File: src/rtl/mac_accumulator.sv
// Multiply-accumulate stage: a 4x4 tree multiplier feeds a product register, whose values
// are summed per frame (closed by in_last) with saturation and handed out over valid/ready.

module main (
  input  logic [3:0] x,
  input  logic [3:0] y,
  output logic [7:0] o
);

  logic [7:0] r0, r1, r2, r3;
  logic [7:0] s1, c1, s2, c2;
  logic [7:0] g0, p0, g1, p1, g2, p2, g3;

  always_comb begin
    r0 = {4'b0000, x & {4{y[0]}}};
    r1 = {3'b000, x & {4{y[1]}}, 1'b0};
    r2 = {2'b00, x & {4{y[2]}}, 2'b00};
    r3 = {1'b0, x & {4{y[3]}}, 3'b000};

    // Two carry-save levels compress the four partial-product rows into a sum/carry pair.
    // The product never exceeds 225, so nothing is lost by dropping carries past bit 7.
    s1 = r0 ^ r1 ^ r2;
    c1 = ((r0 & r1) | (r0 & r2) | (r1 & r2)) << 1;
    s2 = s1 ^ c1 ^ r3;
    c2 = ((s1 & c1) | (s1 & r3) | (c1 & r3)) << 1;

    // Kogge-Stone prefix adder resolves the final sum/carry pair.
    g0 = s2 & c2;
    p0 = s2 ^ c2;
    g1 = g0;
    p1 = p0;
    for (int i = 1; i < 8; i++) begin
      g1[i] = g0[i] | (p0[i] & g0[i-1]);
      p1[i] = p0[i] & p0[i-1];
    end
    g2 = g1;
    p2 = p1;
    for (int i = 2; i < 8; i++) begin
      g2[i] = g1[i] | (p1[i] & g1[i-2]);
      p2[i] = p1[i] & p1[i-2];
    end
    g3 = g2;
    for (int i = 4; i < 8; i++) begin
      g3[i] = g2[i] | (p2[i] & g2[i-4]);
    end
    o = p0 ^ {g3[6:0], 1'b0};
  end

endmodule

module mac_accumulator #(
  parameter int ACC_W = 16,
  parameter int CNT_W = 8
) (
  input  logic             clk,
  input  logic             rst,
  input  logic             in_valid,
  output logic             in_ready,
  input  logic [3:0]       x,
  input  logic [3:0]       y,
  input  logic             in_last,
  output logic             out_valid,
  input  logic             out_ready,
  output logic [ACC_W-1:0] acc_out,
  output logic [CNT_W-1:0] out_count,
  output logic             overflow
);

  // Handshakes: a transfer happens on a rising edge where valid && ready are both high;
  // the sender holds data stable while valid && !ready, and valid never waits on ready.
  typedef enum logic {S_IDLE, S_VALID} res_state_t;

  res_state_t       state_q, state_d;
  logic [7:0]       prod, prod_q;
  logic             pv_q, last_q;
  logic [ACC_W-1:0] acc, sat_sum;
  logic [CNT_W-1:0] cnt, cnt_inc;
  logic             ovf, carry;
  logic [ACC_W:0]   sum;
  logic             consume, accept, last_consume;

  main u_mult (
    .x(x),
    .y(y),
    .o(prod)
  );

  // A last product may only retire when the result slot is free or being emptied this cycle.
  assign consume      = pv_q && !(last_q && out_valid && !out_ready);
  assign last_consume = consume && last_q;
  assign in_ready     = !rst && (!pv_q || consume);
  assign accept       = in_valid && in_ready;

  assign sum     = {1'b0, acc} + {{(ACC_W-7){1'b0}}, prod_q};
  assign carry   = sum[ACC_W];
  assign sat_sum = carry ? {ACC_W{1'b1}} : sum[ACC_W-1:0];
  assign cnt_inc = (&cnt) ? cnt : cnt + CNT_W'(1);

  always_ff @(posedge clk) begin
    if (rst) begin
      prod_q <= '0;
      last_q <= 1'b0;
      pv_q   <= 1'b0;
    end else if (accept) begin
      prod_q <= prod;
      last_q <= in_last;
      pv_q   <= 1'b1;
    end else if (consume) begin
      pv_q   <= 1'b0;
    end
  end

  always_ff @(posedge clk) begin
    if (rst) begin
      acc <= '0;
      cnt <= '0;
      ovf <= 1'b0;
    end else if (consume) begin
      if (last_q) begin
        acc <= '0;
        cnt <= '0;
        ovf <= 1'b0;
      end else begin
        acc <= sat_sum;
        cnt <= cnt_inc;
        ovf <= ovf | carry;
      end
    end
  end

  always_ff @(posedge clk) begin
    if (rst) begin
      acc_out   <= '0;
      out_count <= '0;
      overflow  <= 1'b0;
    end else if (last_consume) begin
      acc_out   <= sat_sum;
      out_count <= cnt_inc;
      overflow  <= ovf | carry;
    end
  end

  always_ff @(posedge clk) begin
    if (rst) state_q <= S_IDLE;
    else     state_q <= state_d;
  end

  always_comb begin
    state_d = state_q;
    case (state_q)
      S_IDLE:  if (last_consume) state_d = S_VALID;
      S_VALID: if (!last_consume && out_ready) state_d = S_IDLE;
      default: state_d = S_IDLE;
    endcase
  end

  always_comb begin
    out_valid = (state_q == S_VALID);
  end

endmodule
File: config.mk
export PLATFORM = sky130hd
export DESIGN_NAME = mac_accumulator
export DESIGN_NICKNAME = d
export VERILOG_FILES = /design/src/rtl/mac_accumulator.sv
export SDC_FILE = /design/constraint.sdc
export NUM_CORES = 1
export LEC_CHECK = 0
export ABC_CLOCK_PERIOD_IN_PS = 3350
export CORE_MARGIN = 1.5
export CORE_UTILIZATION = 58
export CTS_BUF_LIST = sky130_fd_sc_hd__clkbuf_8
export DETAILED_ROUTE_END_ITERATION = 8
export GPL_TIMING_DRIVEN = 0
export PLACE_DENSITY = 0.9
export SLEW_MARGIN = 30
export SYNTH_ARGS = -nofsm -noshare
export SYNTH_HDL_FRONTEND = slang
export SYNTH_HIERARCHICAL = 1
export SYNTH_SLANG_ARGS = --single-unit
File: constraint.sdc
create_clock -name clk -period 3.35 [get_ports clk]
set_input_delay 0.67 -clock clk [delete_from_list [all_inputs] [get_ports clk]]
set_output_delay 0.67 -clock clk [all_outputs]
set_load 0.02 [all_outputs]
==> impl_metrics.json, run 1 <==
{
  "initial_core_util_pct": 59.7,
  "dp_hpwl_mm": 6.16,
  "postSynthAreaPerCell_um2": 8.73,
  "status": "complete, no violations",
  "yosysTopAreaCellShare_pct": 35.0,
  "drv_slew": 0,
  "synth_top_family_by_area": "compound AO/OA/AOI/OAI gates",
  "root_buffer": "clkbuf_8",
  "antenna_found_initial": 0,
  "synthesis.nets": 436,
  "rr_endpoint": "acc_out[12]",
  "worstPathRequired_ns": 3.64,
  "fin_nets": 486,
  "wl_per_cell_um": 16.9,
  "powerDensity_nw_per_um2": 410,
  "placementRows": 28,
  "setup_viol": 0,
  "relSlewSlack_pct": 46.4,
  "area_growth_pct": 20.3,
  "cp_max_fo": 4,
  "htreeDepth": 3,
  "grt_remaining_overflow": 0,
  "period_needed_ns": 3.27,
  "numCtsBuffers": 9,
  "dieHeight_um": 80.6,
  "die_w_um": 80.6,
  "pin_count": 40,
  "synth-adder-area-share_pct": 9.74,
  "ys_ff_latch": 61,
  "grt_usage_pct": 28.9,
  "synth_area_leader_cell": "dfxtp_1",
  "async_reset_ff_share_pct": 0,
  "fin_skew_ns": 0.00620,
  "hold_slack_ns": 0.454,
  "critPathLaunchType": "primary input",
  "synth_ff_type": "dfxtp_1",
  "hp-class": "flop to flop",
  "final_cell_mix": "61 x dfxtp_1, 38 x nand2_1, 34 x clkdlybuf4s50_1",
  "p_leak_nw": 1.71,
  "hold_viol_final": 0,
  "synth_enable_flop_cells": 0,
  "synth_cell_type_count": 63,
  "yosysWarnings": 6,
  "synth-compound-area-share_pct": 23.7,
  "cp-end-kind": "flop",
  "drc": 0,
  "tightest_slew_ns": 0.801,
  "antenna_cells": 0,
  "synth-xor-area-share_pct": 3.26,
  "coreArea_um2": 5850,
  "finalWirelength_mm": 8.94,
  "worstHoldStart": "out_count[7]",
  "yosysSeqAreaShare_pct": 35.0,
  "port_buffers": 38,
  "synth-simple-area-share_pct": 23.3,
  "finalPower_mw": 1.72,
  "regToRegSetupSlack_ns": 0.91,
  "cts_sinks": 61,
  "finalCritPeriodShare_pct": 97.5,
  "synth_area_leaders": "dfxtp_1 35%, ha_1 5.7%, nand2_1 4.1%",
  "min_path_cells": 2,
  "drv_cap": 0,
  "drive_gt1_share_pct": 12.1,
  "vias_per_cell": 6.16,
  "clkTransAtPathRegs_ns": 0.07,
  "ant_nets": 0,
  "num_vias": 3267,
  "tritoncts": "yes",
  "synthMuxAreaShare_pct": 0.573,
  "grt_pass1_wl_mm": 14.3,
  "grt_pass1_vias": 3040,
  "ctsHoldBuffers": 0,
  "clk_latency_ns": 0.35,
  "grt_max_degree": 11,
  "crit_type": "primary input to flop",
  "ir_worst_vdd_v": 0.000305,
  "synthesis.area_um2": 3490,
  "gp_congestion": 0.858,
  "synthCells": 400,
  "reg2reg_from": "prod_q[0]",
  "hold_end": "out_count[7]",
  "fin_setup_tns_ns": 0,
  "firstDrtPassIters": 5,
  "arrival_ns": 3.55,
  "layout_commonest_cell": "dfxtp_1",
  "dieArea_um2": 6500,
  "ff2ff_path_depth": 8,
  "drt_iter0_drc": 348,
  "max_freq_ghz": 0.306,
  "cts.path.max_buffers": 2
}
## power breakdown
group	switching, mW	internal [mW]	leakage [nW]
Sequential	0.0181	0.750	0.495
Combinational	0.155	0.107	1.10
Clock	0.294	0.400	0.110
## sequential cells by signal, summed over array words and instances (netlist names)
register	cells
acc	16
acc_out	16
cnt	8
last_q	1
out_count	8
out_valid	1
overflow	1
ovf	1
prod_q	8
pv_q	1
## cell usage after synthesis, types with 2 or more instances
cell type and number:
a21oi_2 4, nand3_1 19, and4_1 5, ha_1 16
a21oi_1 27, xor2_1 5, a21o_1 11, o2bb2ai_1 2
clkbuf_1 14, xnor2_1 8, fa_1 7, inv_1 11
mux2i_1 2, nand2b_1 4, dfxtp_1 61, o21ai_0 17
nor2_2 4, nand4_1 3, nor2b_1 3, and3_1 2
a211oi_1 11, nor2_1 32, a211oi_2 7, buf_2 5
o31ai_1 2, a31oi_1 6, and2_1 14, nand2_1 38
o211ai_1 5, nand3b_1 12, o22ai_1 2, nor3_1 9
nor4_1 2
## how the worst max path moves through the flow
stage | start | endpoint | slack, ns
floorplan | y[0] | prod_q[7] | 0.24
global placement | y[0] | prod_q[7] | -0.29
detailed placement | y[0] | prod_q[7] | -0.39
CTS | y[0] | prod_q[7] | 0.03
global route | y[1] | prod_q[5] | -0.01
finish | y[1] | prod_q[5] | 0.08
## cell type report
type | instances | area [um^2]
Clock inverter | 4 | 46.3
Sequential cell | 61 | 1220
Multi-Input combinational cell | 305 | 2120
Inverter | 11 | 41.3
Timing Repair Buffer | 39 | 398
Clock buffer | 12 | 165
Fill cell | 445 | 1650
Buffer | 23 | 113
Tap cell | 75 | 93.8
## cells by family after synthesis
kind of cell / count (synthesis)
adders and majority gates: 23
muxes: 2
xor gates and xnor gates: 13
AOI/OAI and AO/OA: 112
and+or+nand+nor: 155
buffers and inverters: 34
DFF: 61
## repair_timing
| action | 4_1_cts | 5_1_grt |
|---|---|---|
| gates resized for setup | 1 | 5 |
| gates cloned | 0 | 0 |
| pin swaps | 0 | 1 |
| buffers inserted | 0 | 1 |
| endpoints found under the setup margin | 1 | 1 |
## worst max-delay path, stage by stage
cell             delay, ns
clkdlybuf4s50_1       0.44
and2_1                0.17
fa_1                  0.51
inv_1                 0.06
fa_1                  0.54
inv_1                 0.05
ha_2                  0.20
fa_2                  0.38
buf_4                 0.15
xor2_1                0.15
nand3_1               0.13
nand2_1               0.11
## metal layers
| layer | up-vias | GRT usage, % | share of wire (%) |
|---|---|---|---|
| li1 | 1541 | - | - |
| met1 | 1561 | 37.4 | 43 |
| met2 | 142 | 46.2 | 48 |
| met3 | 23 | 6.36 | 7.0 |
| met4 | 0 | 12.2 | 2.2 |
| met5 | - | 0 | 0 |
## stage by stage
stage / util (%) / std cells / cell area (um^2) / setup slack, ns
global placement: 67.8 / 513 / 3970 / -0.292
global route: 71.8 / 530 / 4200 / -0.0143
detailed placement: 67.8 / 513 / 3970 / -0.393
finish: 71.8 / 530 / 4200 / 0.0845
CTS: 71.5 / 529 / 4180 / 0.0300
floorplan: - / 400 / 3490 / 0.243
(Power assumes the default switching activity.)
==> run 2, diff against run 1 <==
--- a/config.mk
+++ b/config.mk
@@ -10,8 +10,8 @@
 export CORE_UTILIZATION = 58
 export CTS_BUF_LIST = sky130_fd_sc_hd__clkbuf_8
 export DETAILED_ROUTE_END_ITERATION = 8
-export GPL_TIMING_DRIVEN = 0
 export PLACE_DENSITY = 0.9
+export REMOVE_ABC_BUFFERS = 1
 export SLEW_MARGIN = 30
 export SYNTH_ARGS = -nofsm -noshare
 export SYNTH_HDL_FRONTEND = slang
==> impl_metrics.json, run 2 (synthesis results as in run 1) <==
{
  "status": "complete, no violations",
  "fin_skew_ns": 0.00803,
  "ant_nets": 0,
  "top_regs": "acc: 16 flops, acc_out: 16 flops",
  "grt_usage_pct": 26.2,
  "reg2reg_from": "prod_q[0]",
  "drt_iter0_drc": 181,
  "drv_slew": 0,
  "ctsHoldBuffers": 0,
  "powerDensity_nw_per_um2": 401,
  "fillers": 446,
  "intPower_mw": 1.21,
  "regToRegSetupSlack_ns": 0.97,
  "ir_worst_vdd_v": 0.000377,
  "sequentialPowerShare_pct": 46.2,
  "port_buffers": 39,
  "placementRows": 28,
  "layout_commonest_cell": "dfxtp_1",
  "worstPathRequired_ns": 3.59,
  "fin_area_um2": 4150,
  "drive_gt1_share_pct": 13.1,
  "startpoint": "x[2]",
  "arrival_ns": 3.45,
  "cp_cell_sequence": "clkdlybuf4s50_1 -> and2_1 -> fa_1 -> inv_1 -> fa_1 -> inv_1 -> ha_1 -> fa_2 -> a21o_1 -> a21o_1 -> nand3_1 -> nand2_1",
  "pin_count": 40,
  "htreeDepth": 3,
  "finalCritPeriodShare_pct": 95.7,
  "final_cell_mix": "61 x dfxtp_1, 38 x nand2_1, 38 x clkdlybuf4s50_1",
  "grt_remaining_overflow": 0,
  "slowest_delay_ns": 0.52,
  "fin_nets": 475,
  "period_needed_ns": 3.21,
  "clkPwrFrac_pct": 38.6,
  "grt_pass1_vias": 2881,
  "hold_end": "out_count[5]",
  "antenna_cells": 0,
  "hold_slack_ns": 0.454,
  "coreArea_um2": 5850,
  "clk_latency_ns": 0.35,
  "sw_frac_of_total_pct": 27.0,
  "hp-class": "flop to flop",
  "drc": 0,
  "dpl_cell_area_um2": 3950,
  "path_depth": 12,
  "crit_family": "adder cells",
  "p_sw_mw": 0.450,
  "worstHoldStart": "out_count[5]",
  "tightest_slew_ns": 0.731,
  "initial_core_util_pct": 59.7,
  "hold_viol_final": 0,
  "rr_endpoint": "acc_out[7]",
  "cts.path.max_buffers": 2,
  "finalWirelength_mm": 7.80,
  "fin_cells": 519,
  "wl_per_cell_um": 15.0,
  "numCtsBuffers": 9,
  "cp_max_fo": 2,
  "min_path_cells": 2,
  "vias_per_cell": 5.92,
  "drv_cap": 0,
  "dieHeight_um": 80.6,
  "p_leak_nw": 1.66,
  "fin_setup_tns_ns": 0,
  "worst-path-buf-inv": 3,
  "area_growth_pct": 18.7,
  "gp_congestion": 0.924,
  "cp_slowest_cell": "fa_1",
  "dp_hpwl_mm": 5.34,
  "die_w_um": 80.6,
  "antenna_found_initial": 0,
  "relSlewSlack_pct": 51.1,
  "ff2ff_path_depth": 7,
  "crit_type": "primary input to flop",
  "root_buffer": "clkbuf_8",
  "grt_max_degree": 56,
  "tritoncts": "yes",
  "cts_sinks": 61,
  "max_freq_ghz": 0.312,
  "critPathLaunchType": "primary input",
  "rsz0062_at_grt": "false",
  "dieArea_um2": 6500,
  "grt_pass1_wl_mm": 12.9,
  "combinationalPowerShare_pct": 15.3,
  "cp-end-kind": "flop",
  "clkTransAtPathRegs_ns": 0.07,
  "firstDrtPassIters": 4,
  "dp_cells": 503,
  "num_vias": 3073,
  "setup_viol": 0
}
[run 2: cell types whose count changed in the layout (fill, tap and decap cells not counted), sizes merged]
cell           previous run  this run
clkbuf                   27        10
buf                       9        13
clkdlybuf4s50            34        38
dlymetal6s2s              4         0
clkinv                    1         2
inv                      12        13
[run 2: final cells by class]
cell class                 count  area (um^2)  share of cell area, %
sequential                    61         1220                   29.4
tap                           75         93.8                   2.26
inverter                      11         41.3                  0.995
clock inverter                 6         55.1                   1.33
timing repair buffer          51          475                   11.5
clock buffer                  10          138                   3.32
multi-input combinational    305         2120                   51.2
[run 2: power by group through the flow]
stage	Clock, mW	Sequential [mW]	Combinational [mW]
after floorplan	0	0.790	0.151
after global placement	0	0.784	0.240
final	0.642	0.769	0.254
after global routing	0.680	0.771	0.285
after detailed placement	0	0.784	0.248
after CTS	0.649	0.768	0.253
[run 2: worst register-to-register path, cell delays in order (launching register included)]
cell and delay (ns):
dfxtp_1 0.32, ha_1 0.24, fa_1 0.44, a211oi_2 0.34, o211ai_4 0.15, and4_4 0.29, nor3_1 0.33, a211oi_1 0.12
[run 2: per-stage QoR]
step	utilization [%]	power, mW	setup slack [ns]
2_1_floorplan	-	0.941	0.234
3_3_place_gp	67.6	1.02	-0.217
3_5_place_dp	67.6	1.03	-0.275
4_1_cts	70.9	1.67	0.0848
5_1_grt	70.9	1.74	0.0347
6_report	70.9	1.67	0.143
[run 2: worst max path at each step]
stage and end:
6_report prod_q[7], 5_1_grt prod_q[7], 4_1_cts prod_q[7], 3_5_place_dp prod_q[7]
3_3_place_gp prod_q[7], 2_1_floorplan prod_q[7]
[run 2: what timing repair did]
item                                    4_1_cts  5_1_grt
endpoints found under the setup margin        0        1
buffers inserted                              0        0
gates resized for setup                       0        1
[run 2: layer usage]
metal / GRT usage, % / routed length, um / vias up
met4: 8.62 / 138 / 0
met3: 7.16 / 440 / 11
met2: 43.6 / 3740 / 82
met1: 32.6 / 3480 / 1460
li1: - / - / 1520
met5: 0 / 0 / -
